`config.mk`:
```
export PLATFORM = sky130hd
export DESIGN_NAME = pipe_hazard_ctrl_flat
export DESIGN_NICKNAME = d
export VERILOG_FILES = /design/src/rtl/pipe_hazard_ctrl_if.sv /design/src/rtl/pipe_hazard_ctrl.sv /design/src/flat_wrapper.sv
export SDC_FILE = /design/constraint.sdc
export NUM_CORES = 1
export LEC_CHECK = 0
export ABC_AREA = 1
export BUFFER_PORTS_ARGS = -buffer_cell sky130_fd_sc_hd__buf_2
export CAP_MARGIN = 20
export CORE_MARGIN = 1.5
export CORE_UTILIZATION = 40
export CTS_BUF_LIST = sky130_fd_sc_hd__clkbuf_2
export DETAILED_ROUTE_END_ITERATION = 8
export HOLD_SLACK_MARGIN = 0.03
export PLACE_DENSITY = 0.7
export SYNTH_ARGS = -nofsm -noshare
export SYNTH_HDL_FRONTEND = slang
export SYNTH_SLANG_ARGS = --single-unit
```
`constraint.sdc`:
```
create_clock -name clk -period 2.26 [get_ports clk]
set_input_delay 0.113 -clock clk [delete_from_list [all_inputs] [get_ports clk]]
set_output_delay 0.113 -clock clk [all_outputs]
set_load 0.03 [all_outputs]
```
`src/rtl/pipe_hazard_ctrl_if.sv`:
```
// ============================================================================
// pipe_hazard_ctrl_if : hazard info in / latch control out for pipe_hazard_ctrl
// Rev 1.0
// ============================================================================
`default_nettype none

interface pipe_hazard_ctrl_if #(
  parameter int CNT_W = 16
);
  logic [4:0]       id_rs1;
  logic [4:0]       id_rs2;
  logic             id_use_rs1;
  logic             id_use_rs2;
  logic [4:0]       ex_rd;
  logic             ex_regwrite;
  logic             ex_mio;
  logic             ex_wr;
  logic [4:0]       mem_rd;
  logic             mem_regwrite;
  logic             mem_mio;
  logic             mem_ready;
  logic             mem_branch;
  logic             mem_zero;
  logic             mem_jump;
  logic             pc_en;
  logic             pc_sel;
  logic             ifid_en;
  logic             ifid_flush;
  logic             idex_en;
  logic             idex_flush;
  logic             exmem_en;
  logic             exmem_flush;
  logic             memwb_en;
  logic             memwb_flush;
  logic [1:0]       fwd_a;
  logic [1:0]       fwd_b;
  logic             mem_timeout_err;
  logic [CNT_W-1:0] stall_cnt;
  logic [CNT_W-1:0] flush_cnt;

  // Pipeline side
  modport master (
    output id_rs1, id_rs2, id_use_rs1, id_use_rs2,
    output ex_rd, ex_regwrite, ex_mio, ex_wr,
    output mem_rd, mem_regwrite, mem_mio, mem_ready, mem_branch, mem_zero, mem_jump,
    input  pc_en, pc_sel, ifid_en, ifid_flush, idex_en, idex_flush,
    input  exmem_en, exmem_flush, memwb_en, memwb_flush,
    input  fwd_a, fwd_b, mem_timeout_err, stall_cnt, flush_cnt
  );

  // Controller side
  modport slave (
    input  id_rs1, id_rs2, id_use_rs1, id_use_rs2,
    input  ex_rd, ex_regwrite, ex_mio, ex_wr,
    input  mem_rd, mem_regwrite, mem_mio, mem_ready, mem_branch, mem_zero, mem_jump,
    output pc_en, pc_sel, ifid_en, ifid_flush, idex_en, idex_flush,
    output exmem_en, exmem_flush, memwb_en, memwb_flush,
    output fwd_a, fwd_b, mem_timeout_err, stall_cnt, flush_cnt
  );
endinterface

`default_nettype wire

```
`src/rtl/pipe_hazard_ctrl.sv`:
```
// ============================================================================
// pipe_hazard_ctrl : stall/flush scheduler for memory waits, MEM-stage redirects
// and load-use hazards. Optional forwarding selects under HAZARD_FWD_EN.
// Rev 1.0
// ============================================================================
`default_nettype none

module pipe_hazard_ctrl #(
  parameter int MEM_TIMEOUT = 16,
  parameter int CNT_W       = 16
) (
  input  logic               clk,
  input  logic               rst,
  pipe_hazard_ctrl_if.slave  hz
);

  localparam int WC_W = $clog2(MEM_TIMEOUT + 1);
  localparam logic [WC_W-1:0] C_WAIT_LIMIT = WC_W'(MEM_TIMEOUT);

  typedef enum logic [1:0] {
    ST_RUN      = 2'd0,
    ST_MEM_WAIT = 2'd1,
    ST_ABORT    = 2'd2
  } state_t;

  state_t           r_state;
  state_t           w_next;
  logic [WC_W-1:0]  r_wait_cnt;
  logic             r_err;
  logic [CNT_W-1:0] r_stall_cnt;
  logic [CNT_W-1:0] r_flush_cnt;

  logic w_pc_en, w_pc_sel;
  logic w_ifid_en, w_ifid_flush;
  logic w_idex_en, w_idex_flush;
  logic w_exmem_en, w_exmem_flush;
  logic w_memwb_en, w_memwb_flush;
  logic w_run_ctl;
  logic w_redirect;

  logic w_taken;
  logic w_ex_load;
  logic w_ex_hit;
  logic w_load_use;

  assign w_taken   = hz.mem_jump | (hz.mem_branch & hz.mem_zero);
  assign w_ex_load = hz.ex_mio & ~hz.ex_wr & hz.ex_regwrite;
  assign w_ex_hit  = (hz.ex_rd != 5'd0) &
                     ((hz.id_use_rs1 & (hz.id_rs1 == hz.ex_rd)) |
                      (hz.id_use_rs2 & (hz.id_rs2 == hz.ex_rd)));

`ifdef HAZARD_FWD_EN
  logic [1:0] r_fwd_a;
  logic [1:0] r_fwd_b;

  // EX producer is one stage closer, so it takes priority over MEM.
  function automatic logic [1:0] fwd_sel(input logic [4:0] rs,
                                         input logic [4:0] ex_rd, input logic ex_rw,
                                         input logic [4:0] mem_rd, input logic mem_rw);
    logic [1:0] sel;
    sel = 2'b00;
    if (ex_rw && (ex_rd != 5'd0) && (rs == ex_rd))
      sel = 2'b10;
    else if (mem_rw && (mem_rd != 5'd0) && (rs == mem_rd))
      sel = 2'b01;
    return sel;
  endfunction

  assign w_load_use = w_ex_load & w_ex_hit;

  always_ff @(posedge clk) begin
    if (rst) begin
      r_fwd_a <= 2'b00;
      r_fwd_b <= 2'b00;
    end else if (w_idex_en) begin
      if (w_idex_flush) begin
        r_fwd_a <= 2'b00;
        r_fwd_b <= 2'b00;
      end else begin
        r_fwd_a <= fwd_sel(hz.id_rs1, hz.ex_rd, hz.ex_regwrite, hz.mem_rd, hz.mem_regwrite);
        r_fwd_b <= fwd_sel(hz.id_rs2, hz.ex_rd, hz.ex_regwrite, hz.mem_rd, hz.mem_regwrite);
      end
    end
  end

  assign hz.fwd_a = r_fwd_a;
  assign hz.fwd_b = r_fwd_b;
`else
  logic w_mem_hit;

  // Without forwarding every RAW against EX or MEM must wait; WB is covered
  // by the register file writing before it is read.
  assign w_mem_hit  = hz.mem_regwrite & (hz.mem_rd != 5'd0) &
                      ((hz.id_use_rs1 & (hz.id_rs1 == hz.mem_rd)) |
                       (hz.id_use_rs2 & (hz.id_rs2 == hz.mem_rd)));
  assign w_load_use = (w_ex_load & w_ex_hit) | (hz.ex_regwrite & w_ex_hit) | w_mem_hit;

  assign hz.fwd_a = 2'b00;
  assign hz.fwd_b = 2'b00;
`endif

  always_ff @(posedge clk) begin
    if (rst) begin
      r_state <= ST_RUN;
    end else begin
      r_state <= w_next;
    end
  end

  always_comb begin
    w_next        = r_state;
    w_pc_en       = 1'b1;
    w_pc_sel      = 1'b0;
    w_ifid_en     = 1'b1;
    w_ifid_flush  = 1'b0;
    w_idex_en     = 1'b1;
    w_idex_flush  = 1'b0;
    w_exmem_en    = 1'b1;
    w_exmem_flush = 1'b0;
    w_memwb_en    = 1'b1;
    w_memwb_flush = 1'b0;
    w_run_ctl     = 1'b0;
    w_redirect    = 1'b0;

    if (rst) begin
      w_next     = ST_RUN;
      w_pc_en    = 1'b0;
      w_ifid_en  = 1'b0;
      w_idex_en  = 1'b0;
      w_exmem_en = 1'b0;
      w_memwb_en = 1'b0;
    end else begin
      case (r_state)
        ST_RUN: begin
          if (hz.mem_mio && !hz.mem_ready) begin
            w_next = ST_MEM_WAIT;
          end else begin
            w_run_ctl = 1'b1;
          end
        end
        ST_MEM_WAIT: begin
          if (hz.mem_ready) begin
            w_next    = ST_RUN;
            w_run_ctl = 1'b1;
          end else if (r_wait_cnt == C_WAIT_LIMIT) begin
            w_next = ST_ABORT;
          end
        end
        ST_ABORT: begin
          w_next        = ST_RUN;
          w_memwb_flush = 1'b1;
        end
        default: begin
          w_next = ST_RUN;
        end
      endcase

      // Any RUN/MEM_WAIT cycle not handed to run control is a freeze.
      if ((r_state != ST_ABORT) && !w_run_ctl) begin
        w_pc_en       = 1'b0;
        w_ifid_en     = 1'b0;
        w_idex_en     = 1'b0;
        w_exmem_en    = 1'b0;
        w_memwb_en    = 1'b0;
        w_memwb_flush = 1'b1;
      end

      if (w_run_ctl) begin
        if (w_taken) begin
          w_redirect    = 1'b1;
          w_pc_sel      = 1'b1;
          w_ifid_flush  = 1'b1;
          w_idex_flush  = 1'b1;
          w_exmem_flush = 1'b1;
        end else if (w_load_use) begin
          w_pc_en      = 1'b0;
          w_ifid_en    = 1'b0;
          w_idex_flush = 1'b1;
        end
      end
    end
  end

  always_ff @(posedge clk) begin
    if (rst) begin
      r_wait_cnt  <= '0;
      r_err       <= 1'b0;
      r_stall_cnt <= '0;
      r_flush_cnt <= '0;
    end else begin
      if ((r_state == ST_RUN) && (w_next == ST_MEM_WAIT))
        r_wait_cnt <= WC_W'(1);
      else if ((r_state == ST_MEM_WAIT) && (w_next == ST_MEM_WAIT))
        r_wait_cnt <= r_wait_cnt + WC_W'(1);
      else
        r_wait_cnt <= '0;

      if (r_state == ST_ABORT)
        r_err <= 1'b1;

      if (!w_pc_en && (r_stall_cnt != '1))
        r_stall_cnt <= r_stall_cnt + CNT_W'(1);

      if (w_redirect && (r_flush_cnt != '1))
        r_flush_cnt <= r_flush_cnt + CNT_W'(1);
    end
  end

  assign hz.pc_en           = w_pc_en;
  assign hz.pc_sel          = w_pc_sel;
  assign hz.ifid_en         = w_ifid_en;
  assign hz.ifid_flush      = w_ifid_flush;
  assign hz.idex_en         = w_idex_en;
  assign hz.idex_flush      = w_idex_flush;
  assign hz.exmem_en        = w_exmem_en;
  assign hz.exmem_flush     = w_exmem_flush;
  assign hz.memwb_en        = w_memwb_en;
  assign hz.memwb_flush     = w_memwb_flush;
  assign hz.mem_timeout_err = r_err;
  assign hz.stall_cnt       = r_stall_cnt;
  assign hz.flush_cnt       = r_flush_cnt;

endmodule

`default_nettype wire

```
`src/flat_wrapper.sv`:
```
// flat-port wrapper written by rule: the top's interface ports become plain ports
module pipe_hazard_ctrl_flat 
#(
  parameter int MEM_TIMEOUT = 16,
  parameter int CNT_W       = 16
)
  (clk, rst, hz_id_rs1, hz_id_rs2, hz_id_use_rs1, hz_id_use_rs2, hz_ex_rd, hz_ex_regwrite, hz_ex_mio, hz_ex_wr, hz_mem_rd, hz_mem_regwrite, hz_mem_mio, hz_mem_ready, hz_mem_branch, hz_mem_zero, hz_mem_jump, hz_pc_en, hz_pc_sel, hz_ifid_en, hz_ifid_flush, hz_idex_en, hz_idex_flush, hz_exmem_en, hz_exmem_flush, hz_memwb_en, hz_memwb_flush, hz_fwd_a, hz_fwd_b, hz_mem_timeout_err, hz_stall_cnt, hz_flush_cnt);
  pipe_hazard_ctrl_if #(.CNT_W(CNT_W)) hz_i ();
  input  logic clk;
  input  logic rst;
  input wire logic [$bits(hz_i.id_rs1)-1:0] hz_id_rs1;
  input wire logic [$bits(hz_i.id_rs2)-1:0] hz_id_rs2;
  input wire logic [$bits(hz_i.id_use_rs1)-1:0] hz_id_use_rs1;
  input wire logic [$bits(hz_i.id_use_rs2)-1:0] hz_id_use_rs2;
  input wire logic [$bits(hz_i.ex_rd)-1:0] hz_ex_rd;
  input wire logic [$bits(hz_i.ex_regwrite)-1:0] hz_ex_regwrite;
  input wire logic [$bits(hz_i.ex_mio)-1:0] hz_ex_mio;
  input wire logic [$bits(hz_i.ex_wr)-1:0] hz_ex_wr;
  input wire logic [$bits(hz_i.mem_rd)-1:0] hz_mem_rd;
  input wire logic [$bits(hz_i.mem_regwrite)-1:0] hz_mem_regwrite;
  input wire logic [$bits(hz_i.mem_mio)-1:0] hz_mem_mio;
  input wire logic [$bits(hz_i.mem_ready)-1:0] hz_mem_ready;
  input wire logic [$bits(hz_i.mem_branch)-1:0] hz_mem_branch;
  input wire logic [$bits(hz_i.mem_zero)-1:0] hz_mem_zero;
  input wire logic [$bits(hz_i.mem_jump)-1:0] hz_mem_jump;
  output wire logic [$bits(hz_i.pc_en)-1:0] hz_pc_en;
  output wire logic [$bits(hz_i.pc_sel)-1:0] hz_pc_sel;
  output wire logic [$bits(hz_i.ifid_en)-1:0] hz_ifid_en;
  output wire logic [$bits(hz_i.ifid_flush)-1:0] hz_ifid_flush;
  output wire logic [$bits(hz_i.idex_en)-1:0] hz_idex_en;
  output wire logic [$bits(hz_i.idex_flush)-1:0] hz_idex_flush;
  output wire logic [$bits(hz_i.exmem_en)-1:0] hz_exmem_en;
  output wire logic [$bits(hz_i.exmem_flush)-1:0] hz_exmem_flush;
  output wire logic [$bits(hz_i.memwb_en)-1:0] hz_memwb_en;
  output wire logic [$bits(hz_i.memwb_flush)-1:0] hz_memwb_flush;
  output wire logic [$bits(hz_i.fwd_a)-1:0] hz_fwd_a;
  output wire logic [$bits(hz_i.fwd_b)-1:0] hz_fwd_b;
  output wire logic [$bits(hz_i.mem_timeout_err)-1:0] hz_mem_timeout_err;
  output wire logic [$bits(hz_i.stall_cnt)-1:0] hz_stall_cnt;
  output wire logic [$bits(hz_i.flush_cnt)-1:0] hz_flush_cnt;
  assign hz_i.id_rs1 = hz_id_rs1;
  assign hz_i.id_rs2 = hz_id_rs2;
  assign hz_i.id_use_rs1 = hz_id_use_rs1;
  assign hz_i.id_use_rs2 = hz_id_use_rs2;
  assign hz_i.ex_rd = hz_ex_rd;
  assign hz_i.ex_regwrite = hz_ex_regwrite;
  assign hz_i.ex_mio = hz_ex_mio;
  assign hz_i.ex_wr = hz_ex_wr;
  assign hz_i.mem_rd = hz_mem_rd;
  assign hz_i.mem_regwrite = hz_mem_regwrite;
  assign hz_i.mem_mio = hz_mem_mio;
  assign hz_i.mem_ready = hz_mem_ready;
  assign hz_i.mem_branch = hz_mem_branch;
  assign hz_i.mem_zero = hz_mem_zero;
  assign hz_i.mem_jump = hz_mem_jump;
  assign hz_pc_en = hz_i.pc_en;
  assign hz_pc_sel = hz_i.pc_sel;
  assign hz_ifid_en = hz_i.ifid_en;
  assign hz_ifid_flush = hz_i.ifid_flush;
  assign hz_idex_en = hz_i.idex_en;
  assign hz_idex_flush = hz_i.idex_flush;
  assign hz_exmem_en = hz_i.exmem_en;
  assign hz_exmem_flush = hz_i.exmem_flush;
  assign hz_memwb_en = hz_i.memwb_en;
  assign hz_memwb_flush = hz_i.memwb_flush;
  assign hz_fwd_a = hz_i.fwd_a;
  assign hz_fwd_b = hz_i.fwd_b;
  assign hz_mem_timeout_err = hz_i.mem_timeout_err;
  assign hz_stall_cnt = hz_i.stall_cnt;
  assign hz_flush_cnt = hz_i.flush_cnt;
  pipe_hazard_ctrl #(.MEM_TIMEOUT(MEM_TIMEOUT), .CNT_W(CNT_W)) u_core (.clk(clk), .rst(rst), .hz(hz_i));
endmodule
```
==> impl_results.md, run 1 <==
* Status: completed
* Crit Path Max Fanout at 20
* Async SR Flop Fraction at 0%
* Sum Neg Setup Slack at 0 ns
* Crit-path most repeated cell: nand2_1
* WP data required at 2.15 ns
* Top post-synthesis cells by count: 114 x nand2_1, 46 x inv_1, 42 x nor2_1
* Worst hold stages at 5
* Gr ovfl total at 0
* FILL cells at 690
* Die width at 85.7 microns
* Crit end category: primary output
* PortBufs at 73
* Ys flop type: dfxtp_1
* # diodes at 0
* Reg2Reg Launch Point: u_core.hz.stall_cnt[0]
* Worst Skew at about 0.016 ns
* Worst-path clk slew at about 0.20 ns
* Syn Area/Cell at between 6 and 7 sq um
* Vias in the first global route at 2641
* Die height at between 80 and 90 microns
* P per Cell Area at 441 nW/um^2
* Total Wirelength at around 6500 microns
* Final nets at between 500 and 600
* Slew @ Worst Pin at 0.490 ns
* Max cap viols at 0
* Row Count at 29
* Sink Count at 40
* Pre-antenna DRT Iters at 4
* Gate Count Post-Synth at approximately 420
* Initial antenna violation count at 0
* VDD IR-drop max at about 260 uV
* Slew HR at 67.0%
* Largest net degree at the start of global routing at 25
* Reg2Reg Setup Slack at 0.32 ns
* Worst Hold Launch: hz_mem_mio
* Hold Crit Class: input pin to flop
* Synth warn at 0
* Vias per std cell at 5.00
* H-Tree Depth at 2
* WP data arrival at 1.92 ns
* Most frequent cell after synthesis: nand2_1
* Leakage at about 0.0015 uW
* Starting Density at 42.1%
* Layout cells sized above 1 at 24.2%
* DRC viols at 0
* Gpl congestion at 0.886
* First-pass GRT wire length at 11000 microns
* Final worst-path cycle share at roughly 90%
* Slowest-stage cell, CP: dfxtp_1
* Max incr delay on CP at 0.46 ns
* Detailed placer's ending HPWL at 4980 microns
* Crit path max-delay family: simple AND/OR/NAND/NOR gates
* TritonCTS clock tree: yes
* Reg2reg path depth at 7
* Routed len/inst at 11.4 microns
* Fin. max-slew vios at 0
* Post-Syn Area at 2740 sq um
* Hold endpoint: u_core.r_wait_cnt[0]
* CP Cell Sequence: inv_2, a21oi_2, nor2_2, nand2_1, nand2_1, nand2_4, inv_1, buf_2
* Synth unique cells at 34
* Antenna Violating Nets Remaining at 0
* Setup-failing EPs final at 0
* Initial DRC Count at around 120
* Die Footprint at 7350 sq um
* All-Layer GR Usage at 18.2%
* Setup CP Type: flop to primary output
* Number of synthesized register bits at 40
* Critical R2R Capture: u_core.hz.stall_cnt[2]
* Clock Tree Buf Depth at 2
* Area occupied by multi-input gates at 1600 sq um
* Sequential-to-total area share from yosys stat at 29.3%
* I/O pins at 80
* Synth top area share at 29.3%
* Register Area at between 800 and 900 sq um
* Final core occ at 48.8%
* FMAX at 0.491 GHz
* Min cycle time layout at 2.04 ns
* Area leader, netlist: dfxtp_1
* Total power at 1400 uW
* Buf/Inv on CP at 3
* Synthesis-to-finish area growth at 15.8%
* Number of flops mapped to enable cells by yosys at 0
* Vias at 2825
* Worst-skew pair later-pin latency at 0.39 ns
* Number of CTS-inserted buffers at 5
* Final hold vios at 0
* Root Driver: clkbuf_2
* Post-CTS Setup Inserts at 0
* Hold WS at 0.117 ns
* Unrepaired setup endpoints after global routing: no
* Ranking of synthesized cells by area: dfxtp_1 29%, nand2_1 16%, inv_1 6.3%
* Core Footprint at 6490 sq um
* Startpoint Class: flop
-- repair_timing --
action | in CTS | in global routing
setup endpoints to repair | 0 | 2
hold buffers | 1 | 0
gates resized for setup | 0 | 1
endpoints found under the hold margin | 2 | 0
-- stage by stage --
| step | setup slack (ns) | cells | instance area, sq um |
|---|---|---|---|
| floorplan | 0.371 | 420 | 2750 |
| global placement | 0.413 | 556 | 3090 |
| detailed placement | 0.345 | 556 | 3090 |
| CTS | 0.0701 | 565 | 3160 |
| global route | 0.0448 | 565 | 3170 |
| finish | 0.222 | 565 | 3170 |
-- layout make-up --
cell class / instances / area share (%)
multi-input cells: 308 / 50.5
flip-flops and latches: 40 / 25.3
repair buffers: 78 / 12.8
inverters: 54 / 6.40
well taps: 77 / 3.04
clock inverters: 3 / 1.18
clock buffers: 5 / 0.790
-- cell families after synthesis --
| kind of cell | count (synthesis) | share of synthesized area (%) |
|---|---|---|
| simple gates | 235 | 40.2 |
| compound gates | 46 | 9.65 |
| buf+inv | 72 | 12.8 |
| flops | 40 | 29.3 |
| fa+ha+maj | 4 | 1.83 |
| other cells | 1 | 0.137 |
| xor+xnor | 19 | 6.08 |
-- worst reg2reg max path, delay by kind of cell, from the launching register on --
kind | cells | cell delay [ns]
and+or+nand+nor | 5 | 1.01
DFF | 1 | 0.48
adders and majority gates | 1 | 0.27
AOI/OAI and AO/OA | 1 | 0.13
-- state kept, by name, indices dropped and copies added, names as in the netlist --
signal                     count
u_core.hz.flush_cnt           16
u_core.r_wait_cnt              5
u_core.hz.mem_timeout_err      1
u_core.hz.stall_cnt           16
u_core.r_state                 2
-- how the worst max path moves through the flow --
stage                      startpoint                      to  slack [ns]  cells past startpoint
3_3_place_gp   u_core.hz.stall_cnt[0]  u_core.hz.stall_cnt[5]        0.41                      7
4_1_cts             u_core.r_state[0]                hz_pc_en        0.07                      8
5_1_grt             u_core.r_state[0]              hz_ifid_en        0.04                      8
3_5_place_dp   u_core.hz.stall_cnt[0]  u_core.hz.stall_cnt[4]        0.35                      7
2_1_floorplan  u_core.hz.stall_cnt[0]  u_core.hz.stall_cnt[0]        0.37                      7
6_report            u_core.r_state[0]                hz_pc_en        0.22                      8
-- metal layers --
metal	track usage (%)	vias to the layer above	part of all wire [%]
met4	4.11	0	0.66
li1	-	1460	-
met2	31.7	85	48
met5	0	-	0
met1	23.1	1274	46
met3	3.66	6	5.1
-- cell usage in the layout (no fill, tap or decap) --
master         synthesis  routed
dfxtp_1               40      40
a31oi_1                1       1
nand2_1              114     114
inv_1                 46      46
o21a_1                 1       1
nor3_1                16      16
a21oi_1               24      24
nor2_1                42      42
nor2_2                 3       3
nor4_1                 4       4
nand2_4                2       3
nand2_2                2       1
buf_4                 11       4
inv_2                  8       8
nand4_4                1       1
o21ai_0               10      10
nor3_2                 2       2
o21ai_1                2       2
nand3b_1               1       1
dlygate4sd3_1          0       1
nor3b_1                2       2
nor3_4                 1       1
nand3_1               31      31
a21oi_2                8       8
nand4_1                6       6
buf_2                  1      73
clkbuf_2               0       5
xor2_1                16      16
xnor2_1                3       3
conb_1                 1       4
bufinv_16              0       1
ha_1                   4       4
clkinv_1               0       2
nor4_2                 1       1
nand3_2                7       7
-- where the power goes --
| group | internal, uW | total (uW) | switching (uW) |
|---|---|---|---|
| registers | 716 | 728 | 12.0 |
| logic | 78.0 | 248 | 170 |
| clock network | 181 | 420 | 239 |
Note: power is estimated with default switching activity, not from simulation.
==> inputs of run 2 (changes only) <==
--- a/config.mk
+++ b/config.mk
@@ -8,5 +8,5 @@
 export ABC_AREA = 1
 export BUFFER_PORTS_ARGS = -buffer_cell sky130_fd_sc_hd__buf_2
-export CAP_MARGIN = 20
+export CAP_MARGIN = 10
 export CORE_MARGIN = 1.5
 export CORE_UTILIZATION = 40
==> constraint.sdc (replaced) <==
create_clock -name clk -period 2.26 [get_ports clk]
set_input_delay 0.678 -clock clk [delete_from_list [all_inputs] [get_ports clk]]
set_output_delay 0.678 -clock clk [all_outputs]
set_load 0.03 [all_outputs]
==> run 2 against run 1 <==
  * Register-to-register slack better by 0.04 ns
  * Largest cell class unchanged
  * Design area up 11%
  * Die area unchanged
  * Critical path type is now input pin to primary output
  * Final cell count up 1.4%
  * Critical path depth up 5
  * Largest power group unchanged
  * The flow now finishes with violations (setup timing)
  * Critical endpoint is now hz_ifid_en
==> impl_results.md, run 2 (synthesis results as in run 1) <==
* Status: finished with violations
* Violated checks: setup timing
* Gr ovfl total at 0
* Leading cell type in the layout, fill and taps excluded: nand2_1
* First-pass GRT wire length at 11300 microns
* Worst-skew pair later-pin latency at 0.42 ns
* H-Tree Depth at 2
* Vias at 2852
* Hold Crit Class: input pin to flop
* Sink Count at 40
* Gpl congestion at 0.908
* Vias per std cell at roughly 5
* Starting Density at 42.1%
* Layout cells sized above 1 at 34.3%
* FMAX at 0.421 GHz
* Max cap viols at 0
* FILL cells at 647
* All-Layer GR Usage at 18.7%
* Total power at 1510 uW
* Pre-CTS setup slack at -0.209 ns
* Pre-antenna DRT Iters at 4
* Unrepaired setup endpoints after global routing: yes
* Switching Share at 31.2%
* Combinational share of power at 21.3%
* Synthesis-to-finish area growth at 29.0%
* Antenna Violating Nets Remaining at 0
* Final core occ at a little over half
* Routed len/inst at 11.8 microns
* Slew @ Worst Pin at 0.507 ns
* Setup-failing EPs final at 3
* Crit Path Max Fanout at 4
* Die Footprint at between 7000 and 8000 sq um
* Worst-path clk slew at 0.25 ns
* Clock share of power at 30.3%
* TritonCTS clock tree: yes
* Crit end category: primary output
* Post-cts hold buffer count at 0
* Core Footprint at 6490 sq um
* PortBufs at 73
* Row Count at 29
* Area occupied by multi-input gates at 1690 sq um
* P_int at slightly above 1000 uW
* Detailed placer's ending HPWL at 5090 microns
* Fin. max-slew vios at 0
* Worst Skew at 0.0324 ns
* Register Area at 805 sq um
* Clock Tree Buf Depth at 2
* Leakage at 0.00158 uW
* WP data required at 1.58 ns
* VDD IR-drop max at between 200 and 250 uV
* Total Wirelength at slightly below 7000 microns
* Vias in the first global route at 2618
* Initial DRC Count at 102
* Flop pwr share at between 40% and 50%
* Final nets at between 500 and 600
* Setup WS post-layout at -0.113 ns
* # diodes at 0
* Slew HR at 65.9%
* Setup CP Type: input pin to primary output
* Min cycle time layout at 2.37 ns
* Number of CTS-inserted buffers at 5
* Most frequent cells in the layout: 93 x nand2_1, 47 x buf_2, 39 x dfxtp_1, 38 x nor2_1, 32 x inv_1
* Initial antenna violation count at 0
* DRC viols at 0
* Largest net degree at the start of global routing at 24
* P_sw at about 470 uW
* Final worst-path cycle share at 105%
* Root Driver: clkbuf_2
* Startpoint Class: input pin
* P per Cell Area at 427 nW/um^2
* Final hold vios at 0
* Die height at 85.7 microns
* I/O pins at 80
* Die width at roughly 86 microns
* WP data arrival at 1.70 ns
run 2: cell types whose count changed in the layout (fill, tap and decap cells not counted), sizes merged:
cell,before,now
dlygate4sd3,1,0
buf,77,86
clkinvlp,0,2
clkinv,2,0
run 2: critical path: stages:
cell	delay, ns
buf_6	0.08
inv_4	0.04
nand2_1	0.04
nand2_1	0.04
nor2_1	0.12
nand3_1	0.09
nand2_1	0.08
nand2_2	0.06
nand2_2	0.07
nand2_2	0.06
nand2_4	0.08
clkinvlp_4	0.09
buf_6	0.14
run 2: what timing repair did:
item / 4_1_cts / 5_1_grt
buffers inserted: 0 / 3
resized for setup: 50 / 27
pin swaps: 30 / 25
endpoints found under the setup margin: 6 / 9
run 2: worst paths after layout:
kind / startpoint / endpoint / slack (ns) / cells past startpoint
max reg2reg: u_core.r_state[0] / u_core.hz.flush_cnt[8] / 0.36 / 13
max: hz_mem_rd[0] / hz_ifid_en / -0.11 / 13
min reg2reg: u_core.hz.mem_timeout_err / u_core.hz.mem_timeout_err / 0.48 / 2
min: hz_mem_ready / u_core.r_state[1] / 0.44 / 2
run 2: per-stage QoR:
step                std cells  TNS (ns)  hold WS [ns]  area [sq um]
CTS                       570    -0.220         0.407          3430
finish                    573    -0.236         0.440          3530
global placement          562    -0.475         0.450          3180
global route              573    -0.713         0.407          3530
floorplan                 420    -0.547         0.450          2790
detailed placement        562    -0.537         0.466          3180
run 2: power by group through the flow:
stage          logic [uW]  registers (uW)  clock network (uW)
6_report              321             730                 457
5_1_grt               350             733                 501
4_1_cts               300             731                 467
3_5_place_dp          264             744                   0
3_3_place_gp          261             744                   0
2_1_floorplan         182             755                   0
run 2: final cells by class:
| cell class | count | share of cell area, % |
|---|---|---|
| Multi-Input combinational cell | 308 | 47.9 |
| Sequential cell | 40 | 22.8 |
| Timing Repair Buffer | 86 | 18.2 |
| Inverter | 54 | 6.42 |
| Tap cell | 77 | 2.73 |
| Clock inverter | 3 | 1.31 |
| Clock buffer | 5 | 0.709 |
run 2: metal layers:
layer	wire (microns)	global-route usage, %	part of all wire (%)	up-vias
met3	241	3.37	3.6	9
met5	0	0	0	-
met2	3510	34.3	52	69
met1	2960	22.6	44	1290
met4	57	4.55	0.84	0
li1	-	-	-	1484
